==> config.mk <==
export PLATFORM = sky130hd
export DESIGN_NAME = mac_row_n
export DESIGN_NICKNAME = d
export VERILOG_FILES = /design/src/rtl/bna_mac_pkg.sv /design/src/rtl/mac_cell.sv /design/src/rtl/mac_row_n.sv
export SDC_FILE = /design/constraint.sdc
export NUM_CORES = 2
export LEC_CHECK = 0
export ABC_AREA = 1
export CAP_MARGIN = 20
export CORE_MARGIN = 3
export CORE_UTILIZATION = 60
export CTS_CLUSTER_SIZE = 25
export DETAILED_ROUTE_END_ITERATION = 10
export HOLD_SLACK_MARGIN = 0.12
export PLACE_DENSITY = 0.9
export SYNTH_ARGS = -nofsm -noshare
export SYNTH_HDL_FRONTEND = slang
export SYNTH_SLANG_ARGS = --single-unit
export TNS_END_PERCENT = 100
==> constraint.sdc <==
create_clock -name clk -period 7.5 [get_ports clk]
set_input_delay 1.5 -clock clk [delete_from_list [all_inputs] [get_ports clk]]
set_output_delay 1.5 -clock clk [all_outputs]
set_load 0.05 [all_outputs]
==> src/rtl/bna_mac_pkg.sv <==
// Shared defaults and helpers for the weight-stationary MAC row.
package bna_mac_pkg;

  localparam int DEF_NUM_MAC       = 4;
  localparam int DEF_MANT_WIDTH    = 7;
  localparam int DEF_WEIGHT_WIDTH  = 8;
  localparam int DEF_MAC_ACC_WIDTH = 48;

  // Widest accumulator the shared adder helper supports.
  localparam int ACC_MAX_W = 64;

  // Bit offset of lane 'lane' inside a packed per-lane bus.
  function automatic int lane_lsb(input int lane, input int width);
    return lane * width;
  endfunction

  // Adds two values that are sign-extended from 'w' bits. The result is
  // either clamped to the signed w-bit range or wrapped to w bits.
  // The result is sign-extended back to ACC_MAX_W.
  function automatic logic signed [ACC_MAX_W-1:0] sat_add(
    input logic signed [ACC_MAX_W-1:0] a,
    input logic signed [ACC_MAX_W-1:0] b,
    input int                          w,
    input logic                        sat
  );
    logic signed [ACC_MAX_W:0] sum;
    logic signed [ACC_MAX_W:0] hi;
    logic signed [ACC_MAX_W:0] lo;
    logic signed [ACC_MAX_W:0] res;
    sum = {a[ACC_MAX_W-1], a} + {b[ACC_MAX_W-1], b};
    hi  = (65'sd1 <<< (w - 1)) - 65'sd1;
    lo  = -hi - 65'sd1;
    if (sat) begin
      if (sum > hi)      res = hi;
      else if (sum < lo) res = lo;
      else               res = sum;
    end else begin
      res = (sum <<< (ACC_MAX_W + 1 - w)) >>> (ACC_MAX_W + 1 - w);
    end
    return $signed(res[ACC_MAX_W-1:0]);
  endfunction

endpackage

==> src/rtl/mac_cell.sv <==
// One MAC lane: double-buffered weight, activation pass-through and a
// signed accumulate-chain stage with optional saturation.
module mac_cell
  import bna_mac_pkg::*;
#(
  parameter int MANT_WIDTH    = DEF_MANT_WIDTH,
  parameter int WEIGHT_WIDTH  = DEF_WEIGHT_WIDTH,
  parameter int MAC_ACC_WIDTH = DEF_MAC_ACC_WIDTH,
  parameter int SATURATE      = 0
) (
  input  logic                            clk,
  input  logic                            rst_n,
  input  logic signed [MANT_WIDTH-1:0]    act_i,
  input  logic                            act_valid_i,
  input  logic signed [MAC_ACC_WIDTH-1:0] acc_i,
  input  logic                            mode_bypass_i,
  input  logic signed [WEIGHT_WIDTH-1:0]  load_weight_i,
  input  logic                            load_valid_i,
  input  logic                            set_weight_i,
  input  logic                            swap_ok_i,
  output logic [MANT_WIDTH-1:0]           act_o,
  output logic                            act_valid_o,
  output logic [MAC_ACC_WIDTH-1:0]        acc_o,
  output logic [WEIGHT_WIDTH-1:0]         load_weight_o,
  output logic                            shadow_valid_o,
  output logic                            swap_err_o
);

  logic signed [MANT_WIDTH-1:0]              act_q;
  logic                                      act_valid_q;
  logic signed [MAC_ACC_WIDTH-1:0]           acc_q, acc_d;
  logic signed [WEIGHT_WIDTH-1:0]            shadow_q, active_q, fwd_q;
  logic                                      shadow_valid_q, active_valid_q, err_q;
  logic signed [MANT_WIDTH+WEIGHT_WIDTH-1:0] prod;
  logic                                      do_swap;

  assign do_swap = set_weight_i & swap_ok_i;
  assign prod    = act_i * active_q;

  // Next partial sum: accumulate only for a valid activation against a valid weight.
  always_comb begin
    acc_d = acc_i;
    if (act_valid_i && active_valid_q && !mode_bypass_i) begin
      acc_d = MAC_ACC_WIDTH'(sat_add(ACC_MAX_W'(acc_i), ACC_MAX_W'(prod),
                                     MAC_ACC_WIDTH, 1'(SATURATE != 0)));
    end
  end

  // Pipeline registers plus shadow/active weight bookkeeping.
  always_ff @(posedge clk or negedge rst_n) begin
    if (!rst_n) begin
      act_q          <= '0;
      act_valid_q    <= 1'b0;
      acc_q          <= '0;
      shadow_q       <= '0;
      active_q       <= '0;
      fwd_q          <= '0;
      shadow_valid_q <= 1'b0;
      active_valid_q <= 1'b0;
      err_q          <= 1'b0;
    end else begin
      act_q       <= act_i;
      act_valid_q <= act_valid_i;
      acc_q       <= acc_d;
      if (load_valid_i) begin
        shadow_q <= load_weight_i;
        fwd_q    <= shadow_q;
      end
      // Active takes the pre-edge shadow, so a same-cycle load is not lost.
      if (do_swap) begin
        active_q       <= shadow_q;
        active_valid_q <= 1'b1;
      end
      if (load_valid_i)  shadow_valid_q <= 1'b1;
      else if (do_swap)  shadow_valid_q <= 1'b0;
      if (set_weight_i && !swap_ok_i) err_q <= 1'b1;
    end
  end

  assign act_o          = act_q;
  assign act_valid_o    = act_valid_q;
  assign acc_o          = acc_q;
  assign load_weight_o  = fwd_q;
  assign shadow_valid_o = shadow_valid_q;
  assign swap_err_o     = err_q;

endmodule

==> src/rtl/mac_row_n.sv <==
// Row of NUM_MAC weight-stationary MAC lanes sharing load/swap control.
module mac_row_n
  import bna_mac_pkg::*;
#(
  parameter int NUM_MAC       = DEF_NUM_MAC,
  parameter int MANT_WIDTH    = DEF_MANT_WIDTH,
  parameter int WEIGHT_WIDTH  = DEF_WEIGHT_WIDTH,
  parameter int MAC_ACC_WIDTH = DEF_MAC_ACC_WIDTH,
  parameter int SATURATE      = 0
) (
  input  logic                             clk,
  input  logic                             rst_n,
  input  logic [NUM_MAC*MANT_WIDTH-1:0]    act_i,
  input  logic [NUM_MAC-1:0]               act_valid_i,
  input  logic [NUM_MAC*MAC_ACC_WIDTH-1:0] acc_i,
  input  logic                             mode_bypass_i,
  output logic [NUM_MAC*MANT_WIDTH-1:0]    act_o,
  output logic [NUM_MAC-1:0]               act_valid_o,
  output logic [NUM_MAC*MAC_ACC_WIDTH-1:0] acc_o,
  input  logic [NUM_MAC*WEIGHT_WIDTH-1:0]  load_weight_i,
  input  logic                             load_valid_i,
  output logic [NUM_MAC*WEIGHT_WIDTH-1:0]  load_weight_o,
  output logic                             load_valid_o,
  input  logic                             set_weight_i,
  output logic                             weight_ready_o,
  output logic                             swap_err_o
);

  logic [NUM_MAC-1:0] shadow_valid;
  logic [NUM_MAC-1:0] lane_err;
  logic               load_valid_q;

  // A swap is legal only when every lane holds a fresh shadow weight.
  assign weight_ready_o = &shadow_valid;
  assign swap_err_o     = |lane_err;

  for (genvar k = 0; k < NUM_MAC; k++) begin : g_lane
    mac_cell #(
      .MANT_WIDTH   (MANT_WIDTH),
      .WEIGHT_WIDTH (WEIGHT_WIDTH),
      .MAC_ACC_WIDTH(MAC_ACC_WIDTH),
      .SATURATE     (SATURATE)
    ) u_cell (
      .clk           (clk),
      .rst_n         (rst_n),
      .act_i         (act_i[lane_lsb(k, MANT_WIDTH) +: MANT_WIDTH]),
      .act_valid_i   (act_valid_i[k]),
      .acc_i         (acc_i[lane_lsb(k, MAC_ACC_WIDTH) +: MAC_ACC_WIDTH]),
      .mode_bypass_i (mode_bypass_i),
      .load_weight_i (load_weight_i[lane_lsb(k, WEIGHT_WIDTH) +: WEIGHT_WIDTH]),
      .load_valid_i  (load_valid_i),
      .set_weight_i  (set_weight_i),
      .swap_ok_i     (weight_ready_o),
      .act_o         (act_o[lane_lsb(k, MANT_WIDTH) +: MANT_WIDTH]),
      .act_valid_o   (act_valid_o[k]),
      .acc_o         (acc_o[lane_lsb(k, MAC_ACC_WIDTH) +: MAC_ACC_WIDTH]),
      .load_weight_o (load_weight_o[lane_lsb(k, WEIGHT_WIDTH) +: WEIGHT_WIDTH]),
      .shadow_valid_o(shadow_valid[k]),
      .swap_err_o    (lane_err[k])
    );
  end

  // Load-beat valid travels down the column one row per cycle.
  always_ff @(posedge clk or negedge rst_n) begin
    if (!rst_n) load_valid_q <= 1'b0;
    else        load_valid_q <= load_valid_i;
  end

  assign load_valid_o = load_valid_q;

endmodule
-- Word-level counts from Yosys, hierarchy flattened
Cells that the tools add are included.
- flip-flop bits (word level): 324
- latch bits: 0
- memory bits (writable): 0
- bits in read-only memories: 0
- output and inout port bits: 259
- logic and storage cells: 55
- memories: 0
- $add $sub $neg: 4
- multipliers: 4
- divide/modulo/power cells: 0
- magnitude comparators: 0
- eq/ne operators: 0
- shifts and indexed selects: 0
- multiplexer cells: 6
- bitwise logic cells: 1
- reductions and logical operators: 12
- operators by type and width (kind ; number):
    48-bit by 15-bit adder with 48-bit output ; 4
    48-bit 2-to-1 mux ; 4
    7-bit by 8-bit multiplier with 15-bit output ; 4
    1-bit logical AND ; 9
    1-bit zero test ; 2
    1-bit 2-to-1 mux ; 2
    2-bit nonzero test ; 1
    1-bit AND ; 1

-- Longest topological paths before layout
- word-level depth: 3
- depth in mapped cells: 25

-- Hierarchy
A second synthesis with hierarchy kept.
- cell total of the unflattened synthesis: 7050
- area, all modules: 49432.4 µm²
- by module, submodules not included (module ; instances ; cells each ; area each (µm²)):
    mac_cell (g_lane[1].u_cell) ; 1 ; 1767 ; 12441.9
    mac_cell (g_lane[3].u_cell) ; 1 ; 1767 ; 12369.4
    mac_cell (g_lane[2].u_cell) ; 1 ; 1761 ; 12335.6
    mac_cell (g_lane[0].u_cell) ; 1 ; 1748 ; 12238.0
    mac_row_n ; 1 ; 7 ; 47.5

-- Least setup slack after synthesis
OpenSTA, ideal clock, no wires.
- path kind: input port to flip-flop
- from: in act_i[22]
- to: reg g_lane[3].u_cell.acc_q[35]
- data arrival time: 6.312 ns
- data required time: 7.382 ns
- slack: 1.070 ns
- cell stages on the path: 20
- buffers on the path: 1
- cell sequence: clkbuf_1 nand2_1 fa_1 fa_1 inv_1 fa_1 inv_1 fa_1 inv_1 ha_1 nand2_1 inv_1 nand2_1 nand2_1 a21oi_1 nor2_1 nor2_1 nand3b_1 nand3_1 nand2_1
- cells in the longest elaborated chain, start to end: 3
- RTL lines (what ; RTL line ; source):
    from (decl) ; mac_row_n.sv:13 ; input logic [NUM_MAC*MANT_WIDTH-1:0] act_i,
    7-bit by 8-bit multiplier with 15-bit output ; mac_cell.sv:38 ; assign prod = act_i * active_q;
    48-bit by 15-bit adder with 48-bit output ; bna_mac_pkg.sv:30 ; sum = {a[ACC_MAX_W-1], a} + {b[ACC_MAX_W-1], b};
    48-bit 2-to-1 mux ; mac_cell.sv:43 ; if (act_valid_i && active_valid_q && !mode_bypass_i) begin
    net g_lane[3].u_cell.acc_d[35] ; mac_cell.sv:31 ; logic signed [MAC_ACC_WIDTH-1:0] acc_q, acc_d;
    to (signal assigned) ; mac_cell.sv:54 ; acc_q <= '0;
    to (signal assigned) ; mac_cell.sv:64 ; acc_q <= acc_d;
    to (decl) ; mac_cell.sv:31 ;
The timed path passes the listed nets, and every way through them passes these cells.
A chain may end at the register's enable or synchronous reset.

-- Final worst setup path
- from: in act_i[9]
- to: reg g_lane[1].u_cell.acc_q[29]
- cells in the longest elaborated chain, start to end: 3
- RTL lines (what ; RTL line):
    7-bit by 8-bit multiplier with 15-bit output ; mac_cell.sv:38
    48-bit by 15-bit adder with 48-bit output ; bna_mac_pkg.sv:30
    48-bit 2-to-1 mux ; mac_cell.sv:43
    net g_lane[1].u_cell.acc_d[29] ; mac_cell.sv:31
    to (signal assigned) ; mac_cell.sv:54
    to (signal assigned) ; mac_cell.sv:64
    to (decl) ; mac_cell.sv:31
The timed path passes the listed nets, and every way through them passes these cells.

==> impl.org <==
** Status
- The flow ran to the end, and the final reports show no timing, DRC or antenna violations.

** Route
- Detailed routing inserted a total of 45,900 vias.
- In the routed design, unresolved DRC markers number 0.
- Wire length per cell after detailed routing :: 19.6 um
- Via density :: approximately 5.3
- Detailed Route WL :: 170 mm
- Before antenna repair, the detailed router went through 6 iterations.
- In this run, the number of DRC markers left after iteration 0 of detailed routing was between 3,000 and 4,000.
- ANT nets after route :: 0

** GRT
- Most congested layer reported by global routing :: met2
- The first global-routing pass estimated ~260 mm of wire.
- The number of global-route vias before repair came to between 40,000 and 50,000.
- In the global route stage, overall resource usage came out at 0.402.
- Maximum number of pins on one net before global-route repair :: between 100 and 150
- For met1 alone, demand over resource in global routing was 0.505.
- The initial antenna violation count was 11.
- M3 GR Usage :: 0.0868
- Met2 track utilization from global routing :: 0.669
- Overall overflow remaining after global route :: 0

** Worst setup path
- The critical path is of the input port to flip-flop type.
- Series of cell instances along the critical path :: clkdlybuf4s50_1, nand2_1, fa_2, inv_1, fa_1, fa_1, inv_1, fa_1, inv_1, ha_1, nand2_2, nor2_2, nand3_1, nand3_2, nand2_1, nand2_1, nand2_1, nand2_1, nand2_1, nand3_1, nand2_1
- Critical register-to-register path startpoint :: g_lane[1].u_cell.active_q[7]$_DFFE_PN0P_
- Cell seen most often among critical-path stages :: nand2_1
- Worst reg2reg path depth :: 20
- STA classifies the critical path startpoint as an input port.
- Data on the critical path is required at its endpoint by around 8 ns.
- Kind of end point of the critical path :: flip-flop
- Highest-delay cell along the critical path :: fa_2
- Across all register-to-register paths, the minimum setup slack is 1.96 ns.
- At the worst endpoint, the arrival time is between 7 and 8 ns.
- Maximum single-stage delay on the critical path :: roughly 0.94 ns
- End of the worst register-to-register path :: g_lane[1].u_cell.acc_o[29]$_DFF_PN0_
- Largest fanout on the critical path :: 27

** Timing
- Dividing the final minimum period by the clock period gives 0.890.
- Counting I/O delays and the setup requirement, the final critical path takes between 6 and 7 ns.
- Setup repair after global routing left no endpoint under its margin.
- At the pin with the least slew margin, the transition time is roughly 1.1 ns.
- Final setup vio count :: 0
- Summed over all failing endpoints, the final setup total negative slack is 0 ns.
- Highest achievable clock rate :: 150 MHz
- Final hold violation count :: 0
- On the final layout, the worst clock skew is approximately 0.018 ns.
- Number of pins exceeding their max-slew limit in the final report :: 0
- Measured against its own limit, the worst slew margin works out to 0.294.

** Logic synthesis
- Of all flip-flops after synthesis, the portion carrying an async set or reset was 1.00.
- After technology mapping, the gate count stands at a little over 7,000.
- Counting flops with a built-in enable in the synthesized netlist gives 0.
- Count of warnings emitted by yosys :: 0
- By area the synthesized netlist is led by fa_1 26%, nand2_1 17%, inv_1 17%.
- The mapped netlist covers approximately 49,000 um2.
- The number of nets handed over by synthesis was roughly 8,400.
- Most frequently used flop master after synthesis :: dfrtp_1
- Of the synthesized area, sequential elements account for 0.165.
- Post-synthesis average cell area :: a little under 7 um2
- Area leader, netlist :: fa_1
- Synthesis inferred ~320 register bits.
- The number of different library cells used by synthesis comes to 36.
- Yosys top cell area share :: 0.256

** Final layout
- Filler instances :: ~6,200
- In the final layout, the share of cells above drive strength 1 is 0.0425.
- Number of nets in the final layout :: 8,857
- Multi-input gate area :: approximately 32,000 um2
- The area growth from synthesis to layout is 16.4%.
- In the final layout, flip-flops and latches occupy about 8100 um2.
- Most common cell after layout, fill and taps aside :: nand2_1
- In the layout the commonest cells are 2,238 x nand2_1, 2,177 x inv_1, 624 x fa_1, 517 x clkdlybuf4s50_1, 408 x ha_1.

** CTS
- In this run the post-CTS setup repair buffer count came out at 0.
- CTS buffer count :: 42
- Clock latency on the worst-skew pair :: between 0.6 and 0.7 ns
- The root buffer cell chosen for the clock tree is clkbuf_16.
- Level count of the clock H-tree :: 2
- TritonCTS Sinks :: 324
- For this design, the CTS-stage hold fixing added 0 buffers.
- TritonCTS clock tree :: done
- Number of instances resized during post-cts repair :: 0
- In this run the deepest clock path goes through 3 buffers.
- After clock tree synthesis, the clock-pin slew on the worst setup and hold paths is 0.06 ns.

** Die
- Die width :: approximately 300 um
- Top-level I/O count :: 520
- After floorplanning, the core was sized to cover about 80,000 um2.
- The die is 292 um tall.
- Starting Density :: 0.607
- The die covers ~85,000 um2.
- In this run the core area contains between 100 and 150 standard-cell rows.

** Min path
- End point of the most critical hold path :: g_lane[2].u_cell.swap_err_o$_DFFE_PN0P_
- Source of the worst hold timing path :: g_lane[2].u_cell.swap_err_o$_DFFE_PN0P_
- Counting instances, the worst hold path has a depth of 1.
- The tightest min-delay check is of the flip-flop to flip-flop type.

** Placement
- At the end of routability-driven placement, the weighted congestion stood at around 1.
- Number of buffer cells added on primary ports :: about 520
- Detailed placer's ending HPWL :: roughly 140 mm

** Job
- Max-cap violations :: 0
-- worst max-delay path, delay by kind of cell --
kind	cells	cell delay, ns
adder cells (fa/ha/maj)	5	2.94
buffers and inverters	4	1.18
AND/OR/NAND/NOR	12	1.52
-- how the worst max path moves through the flow --
stage / startpoint / endpoint / slack (ns) / depth (start not counted)
final: act_i[9] / g_lane[1].u_cell.acc_o[29]$_DFF_PN0_ / 0.82 / 21
after global routing: act_i[8] / g_lane[1].u_cell.acc_o[29]$_DFF_PN0_ / 0.60 / 21
after CTS: act_i[8] / g_lane[1].u_cell.acc_o[29]$_DFF_PN0_ / 0.92 / 21
after detailed placement: act_i[8] / g_lane[1].u_cell.acc_o[29]$_DFF_PN0_ / 0.29 / 21
after global placement: act_i[8] / g_lane[1].u_cell.acc_o[29]$_DFF_PN0_ / 0.45 / 21
after floorplan: act_i[22] / g_lane[3].u_cell.acc_o[35]$_DFF_PN0_ / 1.07 / 20
-- sequential cells by signal, summed over array words and instances, names as in the netlist --
name,count
g_lane.u_cell.shadow_valid_o,1
g_lane.u_cell.shadow_q,32
g_lane.u_cell.acc_o,192
g_lane.u_cell.act_o,28
g_lane.u_cell.act_valid_o,4
load_valid_o,1
g_lane.u_cell.swap_err_o,1
g_lane.u_cell.active_q,32
g_lane.u_cell.load_weight_o,32
g_lane.u_cell.active_valid_q,1
-- layout make-up --
| cell class | count | area share |
|---|---|---|
| Inverter | 2201 | 0.145 |
| Clock inverter | 23 | 0.00405 |
| Sequential cell | 324 | 0.142 |
| Antenna cell | 4 | 0.000175 |
| Multi-Input combinational cell | 4415 | 0.565 |
| Tap cell | 1060 | 0.0232 |
| Clock buffer | 54 | 0.0206 |
| Timing Repair Buffer | 576 | 0.101 |
-- routing by layer --
metal | vias up | share of wire
li1 | 21200 | -
met1 | 21800 | 0.38
met2 | 2350 | 0.47
met3 | 571 | 0.096
met4 | 4 | 0.056
met5 | - | 0.00014
-- cell families after synthesis --
kind of cell             Yosys count  synth area share
XOR/XNOR                          54           0.00963
buffers and inverters           2320             0.178
AND/OR/NAND/NOR                 3061             0.259
adder cells (fa/ha/maj)         1036             0.360
flip-flops                       324             0.165
AO/OA/AOI/OAI                    264            0.0280
-- through the flow --
step | setup slack (ns) | util | hold WS (ns) | area (um2) | cells
2_1_floorplan | 1.07 | - | 0.496 | 49100 | 7059
3_3_place_gp | 0.448 | 0.689 | 0.447 | 55700 | 8574
3_5_place_dp | 0.290 | 0.689 | 0.461 | 55700 | 8574
4_1_cts | 0.921 | 0.706 | 0.479 | 57100 | 8651
5_1_grt | 0.597 | 0.707 | 0.501 | 57100 | 8654
6_report | 0.825 | 0.707 | 0.476 | 57100 | 8657
-- synth_stat cells (33+ instances only) --
| master | count |
|---|---|
| a21oi_1 | 99 |
| clkbuf_1 | 100 |
| dfrtp_1 | 324 |
| fa_1 | 628 |
| ha_1 | 408 |
| inv_1 | 2179 |
| nand2_1 | 2239 |
| nand2_2 | 33 |
| nand3_1 | 281 |
| nand4_1 | 53 |
| nor2_1 | 276 |
| nor2_2 | 54 |
| o21ai_0 | 135 |
| xnor2_1 | 38 |
Power is not shown: default switching activity piles up to over one toggle a cycle in this logic, so the estimate is an artifact.
